File: src/rtl/demux_pkg.sv
// demux_pkg: shared constants and types for the 1-to-4 stream demultiplexer
package demux_pkg;
  localparam int NUM_OUT = 4;
  typedef logic [1:0] sel_t;
endpackage

File: src/rtl/demux_slot.sv
// demux_slot: one-entry output holding register with its beat counter
module demux_slot #(
  parameter int N       = 8,
  parameter int COUNT_W = 16
) (
  input  logic               clk,
  input  logic               rst_n,
  input  logic               load,
  input  logic [N-1:0]       in_data,
  input  logic               out_ready,
  output logic [N-1:0]       data,
  output logic               valid,
  output logic [COUNT_W-1:0] cnt,
  output logic               ready
);
  logic [N-1:0]       data_q, data_d;
  logic               valid_q, valid_d;
  logic [COUNT_W-1:0] cnt_q, cnt_d;
  logic               drain;
  assign drain = valid_q && out_ready;
  // A load on the draining edge replaces the beat, keeping valid high
  always_comb begin
    data_d  = load ? in_data : data_q;
    valid_d = load || (valid_q && !out_ready);
    cnt_d   = cnt_q + COUNT_W'(drain);
  end
  always_ff @(posedge clk or negedge rst_n) begin
    if (!rst_n) begin
      data_q  <= '0;
      valid_q <= 1'b0;
      cnt_q   <= '0;
    end else begin
      data_q  <= data_d;
      valid_q <= valid_d;
      cnt_q   <= cnt_d;
    end
  end
  assign data  = data_q;
  assign valid = valid_q;
  assign cnt   = cnt_q;
  assign ready = !valid_q || out_ready;
endmodule

File: src/rtl/demux4_stream.sv
// demux4_stream: registered 1-to-4 valid/ready stream demultiplexer
module demux4_stream
  import demux_pkg::*;
#(
  parameter int N       = 8,
  parameter int COUNT_W = 16
) (
  input  logic               clk,
  input  logic               rst_n,
  input  logic [N-1:0]       in_data,
  input  logic [1:0]         in_sel,
  input  logic               in_valid,
  output logic               in_ready,
  output logic [N-1:0]       out_0,
  output logic [N-1:0]       out_1,
  output logic [N-1:0]       out_2,
  output logic [N-1:0]       out_3,
  output logic [3:0]         out_valid,
  input  logic [3:0]         out_ready,
  output logic [COUNT_W-1:0] cnt_0,
  output logic [COUNT_W-1:0] cnt_1,
  output logic [COUNT_W-1:0] cnt_2,
  output logic [COUNT_W-1:0] cnt_3
);
  logic [NUM_OUT-1:0] load, ready;
  logic [N-1:0]       data [NUM_OUT];
  logic [COUNT_W-1:0] cnt [NUM_OUT];
  // Only the selected slot gates acceptance, so a stalled output never blocks others
  assign in_ready = rst_n && ready[in_sel];
  for (genvar k = 0; k < NUM_OUT; k++) begin : g_slot
    assign load[k] = in_valid && in_ready && (in_sel == sel_t'(k));
    demux_slot #(.N(N), .COUNT_W(COUNT_W)) u_slot (
      .clk       (clk),
      .rst_n     (rst_n),
      .load      (load[k]),
      .in_data   (in_data),
      .out_ready (out_ready[k]),
      .data      (data[k]),
      .valid     (out_valid[k]),
      .cnt       (cnt[k]),
      .ready     (ready[k])
    );
  end
  assign out_0 = data[0];
  assign out_1 = data[1];
  assign out_2 = data[2];
  assign out_3 = data[3];
  assign cnt_0 = cnt[0];
  assign cnt_1 = cnt[1];
  assign cnt_2 = cnt[2];
  assign cnt_3 = cnt[3];
endmodule

File: config.mk
export PLATFORM = sky130hd
export DESIGN_NAME = demux4_stream
export DESIGN_NICKNAME = d
export VERILOG_FILES = /design/src/rtl/demux_pkg.sv /design/src/rtl/demux_slot.sv /design/src/rtl/demux4_stream.sv
export SDC_FILE = /design/constraint.sdc
export NUM_CORES = 1
export LEC_CHECK = 0
export CORE_MARGIN = 8
export CORE_UTILIZATION = 46
export DETAILED_ROUTE_END_ITERATION = 10
export GPL_TIMING_DRIVEN = 0
export MAX_ROUTING_LAYER = met4
export PLACE_DENSITY = 0.77
export SLEW_MARGIN = 20
export SYNTH_ARGS = -nofsm -noshare
export SYNTH_HDL_FRONTEND = slang
export SYNTH_SLANG_ARGS = --single-unit
File: constraint.sdc
create_clock -name clk -period 2.06 [get_ports clk]
set_clock_uncertainty 0.2 [all_clocks]
set_input_delay 0.412 -clock clk [delete_from_list [all_inputs] [get_ports clk]]
set_output_delay 0.412 -clock clk [all_outputs]
set_load 0.05 [all_outputs]
Word level (Yosys, flattened, before mapping)
Cells that the tools add are included.

Register bits: 100. Input bits: 17.

Reductions and logical operators: 31. Multiplexer cells: 2. Equality and inequality tests: 3. Magnitude comparators: 1. Add/sub/neg operators: 4.

Operator list (count): $add 16x1->16 (4); $logic_and 1x1->1 (14); $logic_not 1->1 (8); $logic_or 1x1->1 (8); $eq 2x2->1 const B (2); $lt 2x3->1 const B (1); $bmux 1 s2 (1); $eq 2x1->1 const B (1); $logic_not 2->1 (1); $mux 1 (1).

Depth between registers and ports, before layout
Gate-level depths: netlist (run 1).

Word-level depth: 8. Gate-level depth with buffers: 7.

By module
From an unflattened synthesis (run 1), not the netlist that was laid out.

Cells, all modules: 338. Area total of the unflattened synthesis: 4274.1 um^2.

By module, submodules not included: demux_slot (seq. area each 625.6 um^2, cells each 82, area each 1051.0 um^2, instances 4); demux4_stream (seq. area each 0.0 um^2, cells each 10, area each 70.1 um^2, instances 1).

Worst setup path before layout (run 1)
No wires, ideal clock.

Path type: reg-to-reg. Start point: register g_slot[3].u_slot.cnt_q[0]. End point: register g_slot[3].u_slot.cnt_q[12]. Required time: 1.718 ns. Arrival: 1.629 ns. Clock period less this slack: 1.971 ns. Path slack: 0.089 ns. Library setup time: 0.142 ns. Stages on the path, launching flop included: 7. Path buffers: 0. Cells stage by stage: dfrtp_1 ha_1 ha_1 nand4_1 nor2_1 nand4_1 xnor2_1.

Longest elaborated chain between the ends: 1.

RTL lines: start: declaration (RTL line demux_slot.sv:18) `logic [COUNT_W-1:0] cnt_q, cnt_d;`; start signal: assignment (RTL line demux_slot.sv:35) `cnt_q <= cnt_d;`; $add 16x1->16 (RTL line demux_slot.sv:25) `cnt_d = cnt_q + COUNT_W'(drain);`; via g_slot[3].u_slot.cnt_d[12] (RTL line demux_slot.sv:18).

The timed path passes the listed nets, and every way through them passes these cells. A chain may end at the register's enable or synchronous reset.

Worst setup path after layout (run 1)
Start point: register g_slot[3].u_slot.valid_q. End point: output port in_ready.

Longest elaborated chain between the ends: 5.

RTL lines: start: declaration (RTL line demux_slot.sv:17) `logic valid_q, valid_d;`; start signal: assignment (RTL line demux_slot.sv:34) `valid_q <= valid_d;`; $logic_not 1->1 (RTL line demux_slot.sv:41) `assign ready = !valid_q || out_ready;`; $logic_or 1x1->1 (RTL line demux_slot.sv:41); $bmux 1 s2 (RTL line demux4_stream.sv:29) `assign in_ready = rst_n && ready[in_sel];`; $mux 1 (not written as such) (RTL line demux4_stream.sv:29); $logic_and 1x1->1 (RTL line demux4_stream.sv:29); end: declaration (RTL line demux4_stream.sv:13) `output logic in_ready,`.

No other way between the ends. The select of a mux whose other input is x is not followed.

==> impl_metrics.env, run 1 <==
export IMPL_run_status="finished, violations left"
export IMPL_violations="hold timing, setup timing"
export IMPL_post_synth_top_area_cell="dfrtp_1"
export IMPL_post_cts_clock_slew_at_the_launch_and_capture_registers_of_the_worst_setup_and_hold_paths_ns=0.11
export IMPL_h_tree_level_count=3
export IMPL_crit_type="register to primary output"
export IMPL_wire_length_of_the_first_global_routing_pass_microns=15500
export IMPL_ys_seq_area_frac=0.597
export IMPL_postRouteWirelength_microns=9270
export IMPL_synthTopCellsByArea="dfrtp_1 60%, xnor2_1 6.9%, mux2_2 6.4%"
export IMPL_die_y_microns=111
export IMPL_finalSetupViolCount=1
export IMPL_gp_routability_congestion=0.752
export IMPL_pwr_share_comb=0.331
export IMPL_fraction_of_power_consumed_by_the_clock_network=0.217
export IMPL_die_width_microns=111
export IMPL_power_leakage_nw=3.04
export IMPL_fmax_mhz=448
export IMPL_postSynthNetCount=336
export IMPL_finalInstanceArea_sq_mm=0.00573
export IMPL_synth_compound_gate_area_share=0.00119
export IMPL_cp_arrival_ns=1.62
export IMPL_vdd_ir_drop_worst_mv=0.714
export IMPL_antenna_left=0
export IMPL_p_switching_mw=2.22
export IMPL_tightestPinTransition_ns=0.532
export IMPL_yosys_warnings=0
export IMPL_cts_tree="built"
export IMPL_clock_latency_ns=0.36
export IMPL_synth_top_family_by_area="simple AND/OR/NAND/NOR gates"
export IMPL_cts_hold_repair_buffers=3
export IMPL_detailroute_via_count=2802
export IMPL_internal_power_mw=3.20
export IMPL_reg2regPathDepth=8
export IMPL_synth_top_cell_area_share=0.597
export IMPL_floorplan_io_pins=118
export IMPL_min_period_ns=2.23
export IMPL_worstReg2RegEnd="g_slot[1].u_slot.cnt[14]"
export IMPL_clock_sinks=100
export IMPL_cts_root_buf="clkbuf_8"
export IMPL_nNetsFinal=472
export IMPL_design_core_area_sq_mm=0.00902
export IMPL_sequentialPowerShare=0.453
export IMPL_drt_pre_antenna_iters=4
export IMPL_synth_cells=311
export IMPL_drt_vias_per_instance=4.97
export IMPL_worst_ep_required_ns=1.45
export IMPL_final_hold_violation_count=59
export IMPL_synthesized_flop_and_latch_total=100
export IMPL_cellPowerDensity_mw_per_mm2=946
export IMPL_detailed_place_hpwl_microns=6810
export IMPL_final_fill_count=729
export IMPL_r2r_setup_slack_ns=0.12
export IMPL_fin_hold_ws_ns=-0.168
export IMPL_yosys_area_share_adder=0.0239
export IMPL_timing_slew_headroom=0.647
export IMPL_dp_cells=539
export IMPL_groute_usage_overall=0.155
export IMPL_cp_end_kind="primary output"
export IMPL_yosys_area_share_xor_xnor=0.117
export IMPL_stdcell_count=564
export IMPL_detail_route_drc_violations=0
export IMPL_wire_per_inst_microns=16.4
export IMPL_dieArea_sq_mm=0.0124
export IMPL_postSynthAreaPerCell_sq_um=13.5
export IMPL_synth_enable_flop_cells=0
export IMPL_synth_lib_cells_used_distinct=30
export IMPL_setup_ws_ns=-0.171
export IMPL_share_of_the_clock_period_used_by_the_worst_path_after_layout=1.08
export IMPL_max_clock_path_buffers=2
export IMPL_detailed_place_area_sq_mm=0.00552
export IMPL_antenna_found_initial=1
export IMPL_yosys_mux_area_fraction=0.0985
export IMPL_largest_net_degree_at_the_start_of_global_routing=63
export IMPL_critical_path_max_fanout=3
export IMPL_crit_path_start_kind="register"
export IMPL_finalMaxSlewViolations=0
export IMPL_ffs_w_async_s_r_synth=1.00
export IMPL_grt_pass1_vias=3008
export IMPL_start_util=0.465
export IMPL_syn_cell_area_sq_mm=0.00419
export IMPL_row_count=35
export IMPL_overall_overflow_remaining_after_global_route=0
export IMPL_power_switching_share=0.410
export IMPL_unrepaired_setup_endpoints_after_global_routing="true"
export IMPL_hold_class="input pin to async pin"
export IMPL_dominantRegCellSynth="dfrtp_1"
export IMPL_crit_reg2reg_launch="g_slot[1].u_slot.valid"
export IMPL_synthSimpleGateAreaFrac=0.147
export IMPL_drive_gt1_frac=0.190
export IMPL_io_buffer_count=116
export IMPL_area_growth_synth_to_final_pct=36.6
export IMPL_tritoncts_num_buffers=9
export IMPL_setup_total_negative_slack_ns=-0.171
export IMPL_initialDrtViolationCount=61
export IMPL_drv_cap=0
-- routing by layer --
| metal | vias to the layer above | global-route usage | part of all wire |
|---|---|---|---|
| li1 | 1337 | - | - |
| met5 | - | - | 0 |
| met1 | 1379 | 0.186 | 0.45 |
| met3 | 6 | 0.0704 | 0.075 |
| met2 | 80 | 0.237 | 0.47 |
| met4 | 0 | 0.0320 | 0.0087 |
-- state kept, by name, indices dropped and copies added (netlist names) --
register             count
g_slot.u_slot.valid      4
g_slot.u_slot.cnt       64
g_slot.u_slot.data      32
-- what timing repair did --
item                                   in CTS  in global routing
pin swaps                                   2                  1
resized for setup                         125                  6
buffers inserted                            3                  2
endpoints found under the hold margin      41                 59
setup endpoints to repair                 126                  6
-- kinds of logic (layout without fill, tap and decap cells) --
logic type,after synthesis,after routing
other cells,0,1
flops,100,100
buf+inv,9,150
mux,33,33
xor+xnor,56,56
compound gates,1,1
fa+ha+maj,8,8
simple gates,104,104
-- synth_stat cells, types with 4 or more instances --
cell type and instances:
and2_1 6, and3_1 12, and4_1 6, buf_4 4
dfrtp_1 100, ha_1 8, mux2_2 24, mux2_4 8
nand2_1 18, nand2b_1 4, nand3_1 23, nand4_1 9
nor2_1 9, nor3_1 5, xnor2_1 33, xor2_1 23
-- worst max-delay path, cell delays in order (launching register included) --
cell      delay, ns
dfrtp_1        0.42
nand2b_4       0.07
mux4_2         0.45
and2_4         0.18
buf_12         0.14
-- cells in the final DEF, fill, tap and decap left out, drive strengths merged --
cell type and instances:
and3 12, ha 8, clkinvlp 2, dlygate4sd3 1
nor2b 2, xor2 23, clkdlybuf4s50 9, and4 6
nand2b 4, mux2 32, clkdlybuf4s15 1, inv 4
nand3 25, o21ai 1, dfrtp 100, nor3b 1
nor2 9, xnor2 33, nor4 2, nor3 6
nand2 18, clkinv 2, diode 1, buf 18
mux4 1, or2 3, and2 6, clkbuf 12
nand4 10, dlygate4sd2 101
-- stage by stage --
stage	power [mW]	setup slack [ns]	util
after floorplan	3.70	0.0892	-
after global placement	4.45	-4.19	0.609
after detailed placement	4.48	-0.950	0.612
after CTS	5.49	-0.204	0.633
after global routing	5.65	-0.249	0.635
final	5.42	-0.171	0.635
-- power by group through the flow --
stage | clock network, mW | logic [mW] | registers, mW
finish | 1.17 | 1.79 | 2.45
global route | 1.29 | 1.87 | 2.49
CTS | 1.22 | 1.82 | 2.45
detailed placement | 0 | 1.99 | 2.50
global placement | 0 | 1.96 | 2.48
floorplan | 0 | 0.273 | 3.43
-- layout make-up --
cell class	count	area [sq um]	share of cell area
Inverter	1	3.75	0.000655
Buffer	8	62.6	0.0109
Timing Repair Buffer	125	1160	0.203
Multi-Input combinational cell	202	1670	0.291
Sequential cell	100	2500	0.437
Clock inverter	7	60.1	0.0105
Clock buffer	9	124	0.0216
Antenna cell	1	2.50	0.000437
Tap cell	111	139	0.0243
-- how the worst max path moves through the flow --
| stage | start | to | slack [ns] | cells past startpoint |
|---|---|---|---|---|
| floorplan | g_slot[3].u_slot.cnt[0] | g_slot[3].u_slot.cnt[12] | 0.09 | 6 |
| global placement | rst_n | g_slot[0].u_slot.data[7] | -4.19 | 4 |
| detailed placement | out_ready[1] | in_ready | -0.95 | 5 |
| CTS | g_slot[1].u_slot.valid | in_ready | -0.20 | 4 |
| global route | g_slot[3].u_slot.valid | in_ready | -0.25 | 4 |
| finish | g_slot[3].u_slot.valid | in_ready | -0.17 | 4 |
(Power assumes the default switching activity.)
==> run 2, diff against run 1 <==
--- a/config.mk
+++ b/config.mk
@@ -6,11 +6,10 @@
 export NUM_CORES = 1
 export LEC_CHECK = 0
 export CORE_MARGIN = 8
-export CORE_UTILIZATION = 46
+export CORE_UTILIZATION = 34
 export DETAILED_ROUTE_END_ITERATION = 10
 export GPL_TIMING_DRIVEN = 0
 export MAX_ROUTING_LAYER = met4
-export PLACE_DENSITY = 0.77
 export SLEW_MARGIN = 20
 export SYNTH_ARGS = -nofsm -noshare
 export SYNTH_HDL_FRONTEND = slang
==> run 2 against run 1 <==
  * The run still ends with hold timing, setup timing left
  * Combinational power hardly changed
  * Global-route usage down 2.6 points
  * Maximum frequency shrank 0.25%
  * Power increased by 8.7%
  * Critical endpoint unchanged
  * Largest cell class unchanged
  * Highest routed layer unchanged
==> impl_metrics.env, run 2 (same netlist as run 1, synthesis figures left out) <==
export IMPL_internal_power_mw=3.68
export IMPL_dp_cells=575
export IMPL_nNetsFinal=473
export IMPL_clock_sinks=100
export IMPL_crit_type="register to primary output"
export IMPL_layout_cells_most_common="dlygate4sd2_1"
export IMPL_tritoncts_num_buffers=9
export IMPL_global_route_usage_met1=0.155
export IMPL_design_core_area_sq_mm=0.0120
export IMPL_p_total_mw=5.89
export IMPL_share_of_the_clock_period_used_by_the_worst_path_after_layout=1.09
export IMPL_cp_arrival_ns=1.62
export IMPL_critical_path_max_fanout=3
export IMPL_tightestPinTransition_ns=0.540
export IMPL_final_fill_count=1126
export IMPL_cts_root_buf="clkbuf_16"
export IMPL_cts_tree="built"
export IMPL_cts_hold_repair_buffers=3
export IMPL_worst_ep_required_ns=1.45
export IMPL_detailed_place_hpwl_microns=6980
export IMPL_utilization=0.491
export IMPL_antenna_found_initial=2
export IMPL_run_status="finished, violations left"
export IMPL_drt_pre_antenna_iters=4
export IMPL_violations="hold timing, setup timing"
export IMPL_timing_slew_headroom=0.642
export IMPL_p_switching_mw=2.21
export IMPL_sequentialPowerShare=0.417
export IMPL_io_buffer_count=116
export IMPL_drv_cap=0
export IMPL_drive_gt1_frac=0.181
export IMPL_detail_route_drc_violations=0
export IMPL_use_met2=0.184
export IMPL_start_util=0.349
export IMPL_crit_path_start_kind="register"
export IMPL_largest_net_degree_at_the_start_of_global_routing=62
export IMPL_hold_class="input pin to async pin"
export IMPL_initialDrtViolationCount=163
export IMPL_groute_usage_overall=0.130
export IMPL_die_y_microns=127
export IMPL_grt_pass1_vias=3088
export IMPL_gp_routability_congestion=0.737
export IMPL_power_leakage_nw=3.10
export IMPL_fraction_of_power_consumed_by_the_clock_network=0.278
export IMPL_dp_worst_setup_slack_ns=-0.962
export IMPL_grt_met3_usage=0.0624
export IMPL_clock_latency_ns=0.34
export IMPL_power_switching_share=0.375
export IMPL_layout_common_cells="101 x dlygate4sd2_1, 100 x dfrtp_1, 33 x xnor2_1"
export IMPL_antenna_left=0
export IMPL_area_growth_synth_to_final_pct=40.6
export IMPL_fmax_mhz=447
export IMPL_drt_vias_per_instance=4.70
export IMPL_die_width_microns=127
export IMPL_final_hold_violation_count=58
export IMPL_overall_overflow_remaining_after_global_route=0
export IMPL_setup_ws_ns=-0.176
export IMPL_fin_hold_ws_ns=-0.166
export IMPL_finalMaxSlewViolations=0
export IMPL_globalRoute_busiestLayer="met2"
export IMPL_cp_end_kind="primary output"
export IMPL_pwr_share_comb=0.305
export IMPL_postRouteWirelength_microns=9630
export IMPL_max_clock_path_buffers=2
export IMPL_detailroute_via_count=2824
export IMPL_post_cts_clock_slew_at_the_launch_and_capture_registers_of_the_worst_setup_and_hold_paths_ns=0.06
export IMPL_wire_per_inst_microns=16.0
export IMPL_largest_register_ff_count=64
export IMPL_dieArea_sq_mm=0.0161
export IMPL_floorplan_io_pins=118
export IMPL_vdd_ir_drop_worst_mv=0.739
export IMPL_h_tree_level_count=3
export IMPL_cellPowerDensity_mw_per_mm2=1000
export IMPL_row_count=40
export IMPL_wire_length_of_the_first_global_routing_pass_microns=16200
export IMPL_stdcell_count=601
export IMPL_finalSetupViolCount=1
export IMPL_min_period_ns=2.24
export IMPL_unrepaired_setup_endpoints_after_global_routing="true"
export IMPL_r2r_setup_slack_ns=0.18
run 2: routing by layer:
metal | routed length [microns] | vias to the layer above
li1 | - | 1350
met1 | 4340 | 1378
met2 | 4120 | 81
met3 | 1000 | 15
met4 | 163 | 0
met5 | 0 | -
run 2: layout make-up:
type / instances / area (sq um) / area share
sequential: 100 / 2500 / 0.425
multi-input combinational: 202 / 1670 / 0.284
timing repair buffer: 126 / 1170 / 0.199
clock buffer: 14 / 284 / 0.0482
tap: 147 / 184 / 0.0312
buffer: 8 / 62.6 / 0.0106
clock inverter: 1 / 5.00 / 0.000849
antenna: 2 / 5.00 / 0.000849
inverter: 1 / 3.75 / 0.000637
run 2: worst paths after layout:
check / from / depth (start not counted) / to
max: g_slot[3].u_slot.valid / 4 / in_ready
min: rst_n / 2 / g_slot[3].u_slot.cnt[0]
max reg2reg: g_slot[2].u_slot.valid / 7 / g_slot[2].u_slot.cnt[12]
min reg2reg: g_slot[2].u_slot.cnt[15] / 1 / g_slot[2].u_slot.cnt[15]
max in group asynchronous: rst_n / 4 / g_slot[2].u_slot.cnt[15]
min in group clk: in_sel[1] / 2 / g_slot[1].u_slot.valid
run 2: critical path, cell delays in order, from the launching register on:
cell and delay [ns]:
dfrtp_1 0.42, nand2b_4 0.07, mux4_2 0.47, and2_4 0.18, buf_8 0.14
run 2: power by group through the flow:
stage	clock network, mW	registers [mW]	logic [mW]
2_1_floorplan	0	3.43	0.273
3_3_place_gp	0	2.49	1.97
3_5_place_dp	0	2.50	1.99
4_1_cts	1.70	2.46	1.82
5_1_grt	1.79	2.50	1.89
6_report	1.64	2.46	1.79
run 2: through the flow:
step	instance area [sq um]	hold slack [ns]	setup TNS, ns
6_report	5890	-0.166	-0.176
5_1_grt	5890	-0.142	-0.234
4_1_cts	5870	-0.147	-0.186
3_5_place_dp	5570	0.165	-24.43
3_3_place_gp	5540	0.259	-513.01
2_1_floorplan	4190	-0.0836	0
run 2: repair_timing:
item,in CTS,in global routing
resized for setup,121,6
buffers inserted,5,1
setup endpoints to repair,125,7
pin swaps,2,0
endpoints found under the hold margin,42,58
==> run 3, diff against run 2 <==
--- a/config.mk
+++ b/config.mk
@@ -5,6 +5,7 @@
 export SDC_FILE = /design/constraint.sdc
 export NUM_CORES = 1
 export LEC_CHECK = 0
+export ABC_CLOCK_PERIOD_IN_PS = 1900
 export CORE_MARGIN = 8
 export CORE_UTILIZATION = 34
 export DETAILED_ROUTE_END_ITERATION = 10
==> constraint.sdc (replaced) <==
create_clock -name clk -period 1.9 [get_ports clk]
set_clock_uncertainty 0.2 [all_clocks]
set_input_delay 0.38 -clock clk [delete_from_list [all_inputs] [get_ports clk]]
set_output_delay 0.38 -clock clk [all_outputs]
set_load 0.05 [all_outputs]
==> run 3 against run 2 <==
  * The run still ends with hold timing, setup timing left
  * First-iteration DRC count decreased by 23%
  * Count of clock-buffer cells in the layout increased by 1
  * Clock power increased by 6%
  * Critical path type unchanged
  * Critical endpoint unchanged
  * Largest cell class unchanged
==> impl_metrics.env, run 3 (same netlist as run 1, synthesis figures left out) <==
export IMPL_crit_path_start_kind="register"
export IMPL_hold_class="input pin to async pin"
export IMPL_start_util=0.349
export IMPL_die_width_microns=127
export IMPL_tritoncts_num_buffers=9
export IMPL_power_switching_share=0.382
export IMPL_fraction_of_power_consumed_by_the_clock_network=0.266
export IMPL_cellPowerDensity_mw_per_mm2=1080
export IMPL_clock_latency_ns=0.34
export IMPL_row_count=40
export IMPL_critical_path_max_fanout=2
export IMPL_run_status="finished, violations left"
export IMPL_cell_with_the_biggest_individual_delay_on_the_critical_path="mux4_2"
export IMPL_max_clock_path_buffers=2
export IMPL_cp_arrival_ns=1.55
export IMPL_cts_tree="built"
export IMPL_antenna_left=0
export IMPL_drive_gt1_frac=0.337
export IMPL_detail_route_drc_violations=0
export IMPL_gp_routability_congestion=0.724
export IMPL_initialDrtViolationCount=126
export IMPL_path_depth=4
export IMPL_dieArea_sq_mm=0.0161
export IMPL_setup_ws_ns=-0.231
export IMPL_cts_root_buf="clkbuf_16"
export IMPL_final_hold_violation_count=45
export IMPL_overall_overflow_remaining_after_global_route=0
export IMPL_critical_path_top_delay_family="multiplexers"
export IMPL_drt_vias_per_instance=4.77
export IMPL_postRouteWirelength_microns=10400
export IMPL_cp_end_kind="primary output"
export IMPL_finalMaxSlewViolations=0
export IMPL_fmax_mhz=469
export IMPL_worst_ep_required_ns=1.32
export IMPL_timing_slew_headroom=0.639
export IMPL_stdcell_count=605
export IMPL_tightestPinTransition_ns=0.543
export IMPL_wire_length_of_the_first_global_routing_pass_microns=16900
export IMPL_h_tree_level_count=3
export IMPL_wire_per_inst_microns=17.2
export IMPL_area_growth_synth_to_final_pct=44.3
export IMPL_crit_reg2reg_launch="g_slot[0].u_slot.valid"
export IMPL_crit_type="register to primary output"
export IMPL_share_of_the_clock_period_used_by_the_worst_path_after_layout=1.12
export IMPL_die_y_microns=127
export IMPL_io_buffer_count=116
export IMPL_clock_sinks=100
export IMPL_r2r_setup_slack_ns=0.07
export IMPL_min_period_ns=2.13
export IMPL_detailed_place_hpwl_microns=7160
export IMPL_pwr_share_comb=0.313
export IMPL_cts_hold_repair_buffers=1
export IMPL_vdd_ir_drop_worst_mv=0.668
export IMPL_detailroute_via_count=2883
export IMPL_drt_pre_antenna_iters=5
export IMPL_largest_register_ff_count=64
export IMPL_layout_common_cells="96 x dfrtp_1, 47 x dlygate4sd2_1, 32 x xnor2_1"
export IMPL_reg2regPathDepth=5
export IMPL_nNetsFinal=477
export IMPL_grt_pass1_vias=3146
export IMPL_unrepaired_setup_endpoints_after_global_routing="true"
export IMPL_groute_usage_overall=0.138
export IMPL_critical_path_cell_chain="nand2b_4 -> mux4_2 -> and2_4 -> buf_12"
export IMPL_worstSetupStartpoint="g_slot[3].u_slot.valid"
export IMPL_layout_cells_most_common="dfrtp_1"
export IMPL_floorplan_io_pins=118
export IMPL_critical_path_endpoint="in_ready"
export IMPL_p_switching_mw=2.49
export IMPL_largest_net_degree_at_the_start_of_global_routing=48
export IMPL_antenna_found_initial=1
export IMPL_dp_cells=575
export IMPL_design_core_area_sq_mm=0.0120
export IMPL_worstReg2RegEnd="g_slot[0].u_slot.data[4]"
export IMPL_power_leakage_nw=2.95
export IMPL_post_cts_clock_slew_at_the_launch_and_capture_registers_of_the_worst_setup_and_hold_paths_ns=0.07
export IMPL_fin_hold_ws_ns=-0.313
export IMPL_drv_cap=0
export IMPL_finalSetupViolCount=1
export IMPL_internal_power_mw=4.02
export IMPL_p_total_mw=6.51
export IMPL_critPathMaxStageDelay_ns=0.45
export IMPL_sequentialPowerShare=0.421
export IMPL_worst_path_buf_inv=1
export IMPL_violations="hold timing, setup timing"
-- run 3: cell count changes in the layout (fill, tap and decap cells not counted), moves of 8 or more --
cell	change
ha_4	+8
clkbuf_2	+22
ha_1	-8
clkdlybuf4s15_2	+18
clkdlybuf4s15_1	+10
dlygate4sd2_1	-54
-- run 3: cell type report --
class	instances	area (sq um)
fillers	1125	5960
flip-flops and latches	100	2510
multi-input cells	202	1820
repair buffers	132	1200
clock buffers	15	268
well taps	147	184
plain buffers	6	52.6
clock inverters	1	8.76
inverters	1	3.75
diodes	1	2.50
-- run 3: timing repair --
item | in CTS | in global routing
endpoints found under the hold margin | 71 | 45
setup endpoints to repair | 149 | 56
buffers inserted | 10 | 3
gates cloned | 1 | 0
resized for setup | 206 | 61
pin swaps | 5 | 12
-- run 3: routing by layer --
| metal | share of wire | vias up | track usage |
|---|---|---|---|
| li1 | - | 1366 | - |
| met1 | 0.42 | 1431 | 0.157 |
| met2 | 0.48 | 76 | 0.210 |
| met3 | 0.081 | 10 | 0.0591 |
| met4 | 0.015 | 0 | 0.0560 |
| met5 | 0 | - | - |
-- run 3: worst min-delay path by stage --
stage | startpoint | endpoint | slack, ns | cells after the start
final | rst_n | g_slot[3].u_slot.cnt[2] | -0.31 | 1
after global routing | rst_n | g_slot[3].u_slot.cnt[2] | -0.32 | 1
after detailed placement | rst_n | g_slot[3].u_slot.cnt[2] | 0.15 | 1
after CTS | rst_n | g_slot[3].u_slot.cnt[4] | -0.31 | 1
after global placement | g_slot[3].u_slot.cnt[15] | g_slot[3].u_slot.cnt[15] | 0.26 | 1
after floorplan | rst_n | g_slot[0].u_slot.cnt[0] | -0.12 | 0
-- run 3: power groups by stage --
stage          Sequential [mW]  Combinational, mW  Clock [mW]
4_1_cts                   2.70               2.04        1.80
2_1_floorplan             3.73              0.296           0
5_1_grt                   2.78               2.13        1.91
3_5_place_dp              2.72               2.16           0
3_3_place_gp              2.70               2.14           0
6_report                  2.74               2.04        1.74
-- run 3: stage by stage --
| stage | setup slack, ns | setup TNS, ns | instance area (sq um) | utilization |
|---|---|---|---|---|
| final | -0.231 | -0.231 | 6050 | 0.504 |
| after CTS | -0.281 | -0.281 | 6030 | 0.502 |
| after global routing | -0.295 | -0.313 | 6050 | 0.504 |
| after detailed placement | -1.07 | -35.93 | 5570 | 0.464 |
| after global placement | -4.42 | -535.82 | 5540 | 0.461 |
| after floorplan | 0.0158 | 0 | 4200 | - |
